[src/rtl/alu_seq.sv]
// alu_seq: registered N-bit ALU with flag register and shift-add MUL; in clk rst start op s a b, out result flags{Z,N,C,V} busy done err
module alu_seq #(
  parameter int N = 32,
  parameter bit MUL_EN = 1'b1
) (
  input  logic         clk,
  input  logic         rst,
  input  logic         start,
  input  logic [3:0]   op,
  input  logic         s,
  input  logic [N-1:0] a,
  input  logic [N-1:0] b,
  output logic [N-1:0] result,
  output logic [3:0]   flags,
  output logic         busy,
  output logic         done,
  output logic         err
);
  localparam int CW = $clog2(N);
  localparam logic [1:0] IDLE = 2'd0, MUL = 2'd1, FIN = 2'd2;
  localparam logic [CW-1:0] LAST = CW'(N - 1);
  logic [1:0]    state_q, state_d;
  logic [N-1:0]  result_q, result_d, ma_q, ma_d, mb_q, mb_d, acc_q, acc_d;
  logic [3:0]    flags_q, flags_d;
  logic          done_q, done_d, err_q, err_d, s_q, s_d;
  logic [CW-1:0] cnt_q, cnt_d;
  logic          sub, arith, cin, v, illegal;
  logic [N-1:0]  bb, r, acc_nx;
  logic [N:0]    sum;
  logic [3:0]    nf;
  assign sub     = op == 4'd1 || op == 4'd3 || op == 4'd8;
  assign arith   = op <= 4'd3 || op == 4'd8;
  assign bb      = sub ? ~b : b;
  assign cin     = (op == 4'd2 || op == 4'd3) ? flags_q[1] : sub;
  assign sum     = {1'b0, a} + {1'b0, bb} + {{N{1'b0}}, cin};
  assign r       = arith ? sum[N-1:0] : op == 4'd4 ? a & b : op == 4'd5 ? a | b : op == 4'd6 ? a ^ b : b;
  assign v       = (a[N-1] == bb[N-1]) && (r[N-1] != a[N-1]);
  assign nf      = {r == '0, r[N-1], arith ? sum[N] : flags_q[1], arith ? v : flags_q[0]};
  assign illegal = op > 4'd9 || (op == 4'd9 && !MUL_EN);
  assign acc_nx  = acc_q + (mb_q[0] ? ma_q : '0);
  always_comb begin
    state_d  = state_q;
    result_d = result_q;
    flags_d  = flags_q;
    done_d   = 1'b0;
    err_d    = 1'b0;
    ma_d     = ma_q;
    mb_d     = mb_q;
    acc_d    = acc_q;
    cnt_d    = cnt_q;
    s_d      = s_q;
    if (state_q == IDLE) begin
      if (start && illegal) begin
        done_d = 1'b1;
        err_d  = 1'b1;
      end else if (start && op == 4'd9) begin
        state_d = MUL;
        ma_d    = a;
        mb_d    = b;
        acc_d   = '0;
        cnt_d   = '0;
        s_d     = s;
      end else if (start) begin
        done_d   = 1'b1;
        result_d = op == 4'd8 ? result_q : r;
        flags_d  = (s || op == 4'd8) ? nf : flags_q;
      end
    end else if (state_q == MUL) begin
      acc_d = acc_nx;
      ma_d  = ma_q << 1;
      mb_d  = mb_q >> 1;
      cnt_d = cnt_q + 1'b1;
      if (cnt_q == LAST) begin
        state_d  = FIN;
        result_d = acc_nx;
        done_d   = 1'b1;
        flags_d  = s_q ? {acc_nx == '0, acc_nx[N-1], flags_q[1:0]} : flags_q;
      end
    end else begin
      state_d = IDLE;
    end
  end
  always_ff @(posedge clk or posedge rst) begin
    if (rst) begin
      state_q  <= IDLE;
      result_q <= '0;
      flags_q  <= '0;
      done_q   <= 1'b0;
      err_q    <= 1'b0;
      ma_q     <= '0;
      mb_q     <= '0;
      acc_q    <= '0;
      cnt_q    <= '0;
      s_q      <= 1'b0;
    end else begin
      state_q  <= state_d;
      result_q <= result_d;
      flags_q  <= flags_d;
      done_q   <= done_d;
      err_q    <= err_d;
      ma_q     <= ma_d;
      mb_q     <= mb_d;
      acc_q    <= acc_d;
      cnt_q    <= cnt_d;
      s_q      <= s_d;
    end
  end
  assign result = result_q;
  assign flags  = flags_q;
  assign busy   = state_q == MUL;
  assign done   = done_q;
  assign err    = err_q;
endmodule

[config.mk]
export PLATFORM = sky130hd
export DESIGN_NAME = alu_seq
export DESIGN_NICKNAME = d
export VERILOG_FILES = /design/src/rtl/alu_seq.sv
export SDC_FILE = /design/constraint.sdc
export NUM_CORES = 1
export LEC_CHECK = 0
export BUFFER_PORTS_ARGS = -buffer_cell sky130_fd_sc_hd__buf_2
export CAP_MARGIN = 20
export CORE_MARGIN = 1.5
export CORE_UTILIZATION = 62
export DETAILED_ROUTE_END_ITERATION = 10
export GPL_TIMING_DRIVEN = 0
export PLACE_DENSITY = 0.82
export SLEW_MARGIN = 20
export SYNTH_ARGS = -nofsm -noshare
export SYNTH_HDL_FRONTEND = slang
export SYNTH_SLANG_ARGS = --single-unit
[constraint.sdc]
create_clock -name clk -period 14.5 [get_ports clk]
set_input_delay 4.35 -clock clk [delete_from_list [all_inputs] [get_ports clk]]
set_output_delay 4.35 -clock clk [all_outputs]
set_load 0.1 [all_outputs]
# Word level (Yosys, flattened, before mapping)
# Index checks and enable logic that the tools add are counted.
[word_totals]
reg_bits = 142
inputBits = 72
out_inout_bits = 39
[classes]
n_addsub = 4
n_lt_le_gt_ge = 2
n_eq_ne = 19
muxes = 53
n_bitwise = 6
reduce_logical = 20
[op_table]
columns = ["op", "count"]
rows = [
  ["two-way mux 32 bit", 25],
  ["logical NOT 32 bit", 2],
  ["adder 32 x 32 -> 33 bit", 1],
  ["adder 33 x 1 -> 33 bit", 1],
  ["adder 32 bit", 1],
  ["bitwise AND 32 bit", 1],
  ["two-way mux 4 bit", 8],
  ["inverter 32 bit", 1],
  ["bitwise OR 32 bit", 1],
  ["XOR 32 bit", 1],
  ["two-way mux 5 bit", 4],
  ["== test 4 x 3 -> 1 bit, second input constant", 3],
  ["AND reduction 6 bit", 2],
  ["two-way mux 1 bit", 11],
  ["two-way mux 2 bit", 5],
  ["AND reduction 3 bit", 3],
  ["== test 4 x 2 -> 1 bit, second input constant", 2],
  ["== test 4 bit, second input constant", 2],
  ["inequality test 2 bit, second input constant", 4],
  ["AND reduction 7 bit", 1],
  ["nonzero test 2 bit", 3],
  ["adder 5 x 1 -> 5 bit, second input constant", 1],
  ["== test 5 bit, second input constant", 1],
  ["logical OR 1 bit", 5],
  ["11 further kinds", 15],
]

# Logic depth before layout (Yosys ltp)
[logic_depth]
depth_word = 15
ltp_mapped = 19
depth_no_buf = 17

# Least setup slack after synthesis
# OpenSTA, ideal clock, no wires.
[synth_path]
path_kind = "input -> output"
from = "input port op[3]"
to = "output port busy"
arrival_ns = 6.334
path_slack_ns = 3.816
stages = 7
n_path_buf = 2
path_cell_list = "clkbuf_1 -> and3_1 -> a21oi_1 -> nor2_1 -> nand2_1 -> inv_1 -> buf_1"
[synth_lines]
columns = ["element", "line_no", "source"]
rows = [
  ["start, declared", "9", "input logic [3:0] op,"],
  ["end, declared", "15", "output logic busy,"],
]

==> flow_metrics.env <==
export IMPL_start_kind="input pin"
export IMPL_r2r_setup_slack_ns=9.46
export IMPL_coreArea_um2=20300
export IMPL_fin_setup_tns_ns=0
export IMPL_power_share_combinational_pct=44.1
export IMPL_first_global_vias=13150
export IMPL_critPathSlowestCell="buf_1"
export IMPL_grtUsageMet3_pct=10.9
export IMPL_ys_seq_area_share_pct=27.6
export IMPL_dp_hpwl_um=36200
export IMPL_synth_warnings=0
export IMPL_finalCritPeriodShare_pct=79.6
export IMPL_tritoncts="done"
export IMPL_num_io_pins=111
export IMPL_multi_input_area_um2=8610
export IMPL_cts_setup_buffers=0
export IMPL_via_per_inst=6.60
export IMPL_dr_first_iter_drc_count=1312
export IMPL_routabilityCongestion=1.01
export IMPL_power_switching_mw=0.792
export IMPL_setup_viol=0
export IMPL_worstSetupPathDepth=10
export IMPL_grt_use_met2_pct=68.2
export IMPL_hold_violations=0
export IMPL_diodes=0
export IMPL_cp_required_ns=10.15
export IMPL_status="finished, final reports clean"
export IMPL_rsz0062_at_grt="no"
export IMPL_path_cells="buf_2 > clkbuf_1 > inv_1 > and3_1 > a21oi_1 > nor2_1 > nand2_1 > inv_1 > buf_1 > buf_2"
export IMPL_critical_path_class="in2out"
export IMPL_wire_per_inst_um=22.5
export IMPL_grt_usage_pct=44.0
export IMPL_grt_overflow_total=0
export IMPL_ys_types=80
export IMPL_min_path_type="reg2reg"
export IMPL_ir_drop_mv=0.0849
export IMPL_final_layout_size_suffix_gt1_share_pct=10.2
export IMPL_worstPathMaxFanout=10
export IMPL_cts_resized=0
export IMPL_slowest_delay_ns=0.65
export IMPL_dpl_cell_count=2052
export IMPL_area_growth_pct=11.6
export IMPL_clock_sinks=142
export IMPL_postCtsHoldBufs=0
export IMPL_ctsLongestPathBuffers=2
export IMPL_slew_headroom_pct=36.8
export IMPL_grt_busiest_layer="met2"
export IMPL_final_cell_mix="nand2_1 (291), nor2_1 (154), dfrtp_1 (142), ha_1 (128), buf_2 (120)"
export IMPL_post_route_util_pct=70.9
export IMPL_fin_cells=2083
export IMPL_cp_top_family="buffers and inverters"
export IMPL_cap_viol_max_count=0
export IMPL_grt_max_degree=99
export IMPL_drtPass1Iterations=8
export IMPL_fmax_mhz=86.6
export IMPL_fillers=1671
export IMPL_grtUsageMet1_pct=57.0
export IMPL_synthFlopType="dfrtp_1"
export IMPL_numPortBuffers=110
export IMPL_internal_power_mw=0.936
export IMPL_worst_r2r_cell_count=16
export IMPL_syn_area_um2=12900
export IMPL_initial_core_util_pct=63.5
export IMPL_path_clk_slew_ns=0.07
export IMPL_endpoint_kind="primary output"
export IMPL_clock_skew_ns=0.0192
export IMPL_die_y_um=147
export IMPL_clock_latency_ns=0.45
export IMPL_drcViolationCount=0
export IMPL_power_frac_clock_pct=26.0
export IMPL_p_sw_share_pct=45.8
export IMPL_crit_buf_inv=6
export IMPL_min_period_ns=11.54
export IMPL_register_area_um2=3550
export IMPL_vias=13751
export IMPL_cts_htree_levels=4
export IMPL_die_x_um=147
export IMPL_seqPwrFrac_pct=29.9
export IMPL_grt_pass1_wl_um=73100
export IMPL_ant_nets=0
export IMPL_leakage_nw=6.58
export IMPL_antenna_found_initial=0
export IMPL_netlist_instances=1671
export IMPL_powerDensity_nw_per_um2=120
export IMPL_syn_nets=1874
export IMPL_crit_arrival_ns=7.19
export IMPL_slew_violations=0
export IMPL_whs_path_depth=2
export IMPL_final_common_cell="nand2_1"
export IMPL_final_net_count=2004
export IMPL_cts_inserted_buffers=17
export IMPL_dieArea_um2=21700
export IMPL_worst_pin_slew_ns=0.939
export IMPL_cts_root_buf="clkbuf_16"
export IMPL_num_rows=52
export IMPL_ys_ff_latch=142
export IMPL_wl_um=46800
export IMPL_synth_enable_flop_cells=0
export IMPL_syn_mean_instance_area_um2=7.71
export IMPL_async_flop_share_pct=100
-- final timing paths --
kind | from | endpoint
worst min register to register | result[16] | result[16]
max in group asynchronous | rst | mb_q[22]
min in group asynchronous | rst | acc_q[5]
worst max-delay path | op[2] | busy
worst min-delay path | result[16] | result[16]
worst max register to register | flags[1] | flags[3]
-- state kept, by name (all words and copies together) (netlist names) --
| signal | flops |
|---|---|
| acc_q | 32 |
| ma_q | 32 |
| mb_q | 32 |
| result | 32 |
| cnt_q | 5 |
| flags | 4 |
| state_q | 2 |
| done | 1 |
| err | 1 |
| s_q | 1 |
-- tightest hold or removal path, cell delays in order, from the launching register on --
cell and delay [ns]:
dfrtp_1 0.34, nand2_1 0.04, o21ai_0 0.06
-- power by group through the flow --
stage               registers, mW  clock network [mW]  logic [mW]
floorplan                   0.660                   0       0.405
global placement            0.517                   0       0.723
detailed placement          0.521                   0       0.737
CTS                         0.515               0.446       0.743
global route                0.525               0.463       0.817
finish                      0.517               0.450       0.762
-- Yosys cell counts (all sizes together), types with 15 or more instances --
cell / number / area, µm²
nor2: 155 / 582
and3: 18 / 113
xnor2: 52 / 455
o21ai: 91 / 459
clkbuf: 77 / 289
and2: 39 / 244
a211oi: 42 / 320
a22o: 15 / 131
nor4: 15 / 100
xor2: 23 / 201
o21a: 18 / 135
a31oi: 83 / 532
inv: 88 / 330
dfrtp: 142 / 3550
a21o: 23 / 173
buf: 22 / 103
nand2: 291 / 1090
nand3: 18 / 90.1
nor3: 22 / 110
nor2b: 20 / 125
ha: 128 / 1600
o31ai: 17 / 128
o211ai: 17 / 128
a21oi: 89 / 457
-- routing by layer --
layer / vias to the layer above / wire length [µm]
met1: 6459 / 18500
li1: 6218 / -
met5: - / 0
met3: 194 / 5170
met2: 880 / 20600
met4: 0 / 2560
-- area by class of cell --
class                   count  area share (%)
multi-input cells        1342            59.9
flip-flops and latches    142            24.7
repair buffers            111            4.02
clock buffers              17            2.96
plain buffers              99            2.72
inverters                  88            2.35
well taps                 270            2.35
clock inverters            14            1.01
-- cells by family after synthesis --
group           after synthesis  synth area share, %
simple gates                644                 22.6
compound gates              475                 24.8
buf+inv                     187                 5.60
flops                       142                 27.6
fa+ha+maj                   131                 12.9
xor+xnor                     75                 5.10
mux                          17                 1.39
-- per-stage QoR --
stage	cell area (µm²)	total power [mW]	hold WS [ns]	setup WS (ns)
2_1_floorplan	12900	1.07	0.445	3.82
3_3_place_gp	13800	1.24	0.448	3.11
3_5_place_dp	13800	1.26	0.466	3.08
4_1_cts	14400	1.70	0.481	3.08
5_1_grt	14400	1.80	0.506	2.92
6_report	14400	1.73	0.478	2.96
Power figures use the tool's default switching activity.
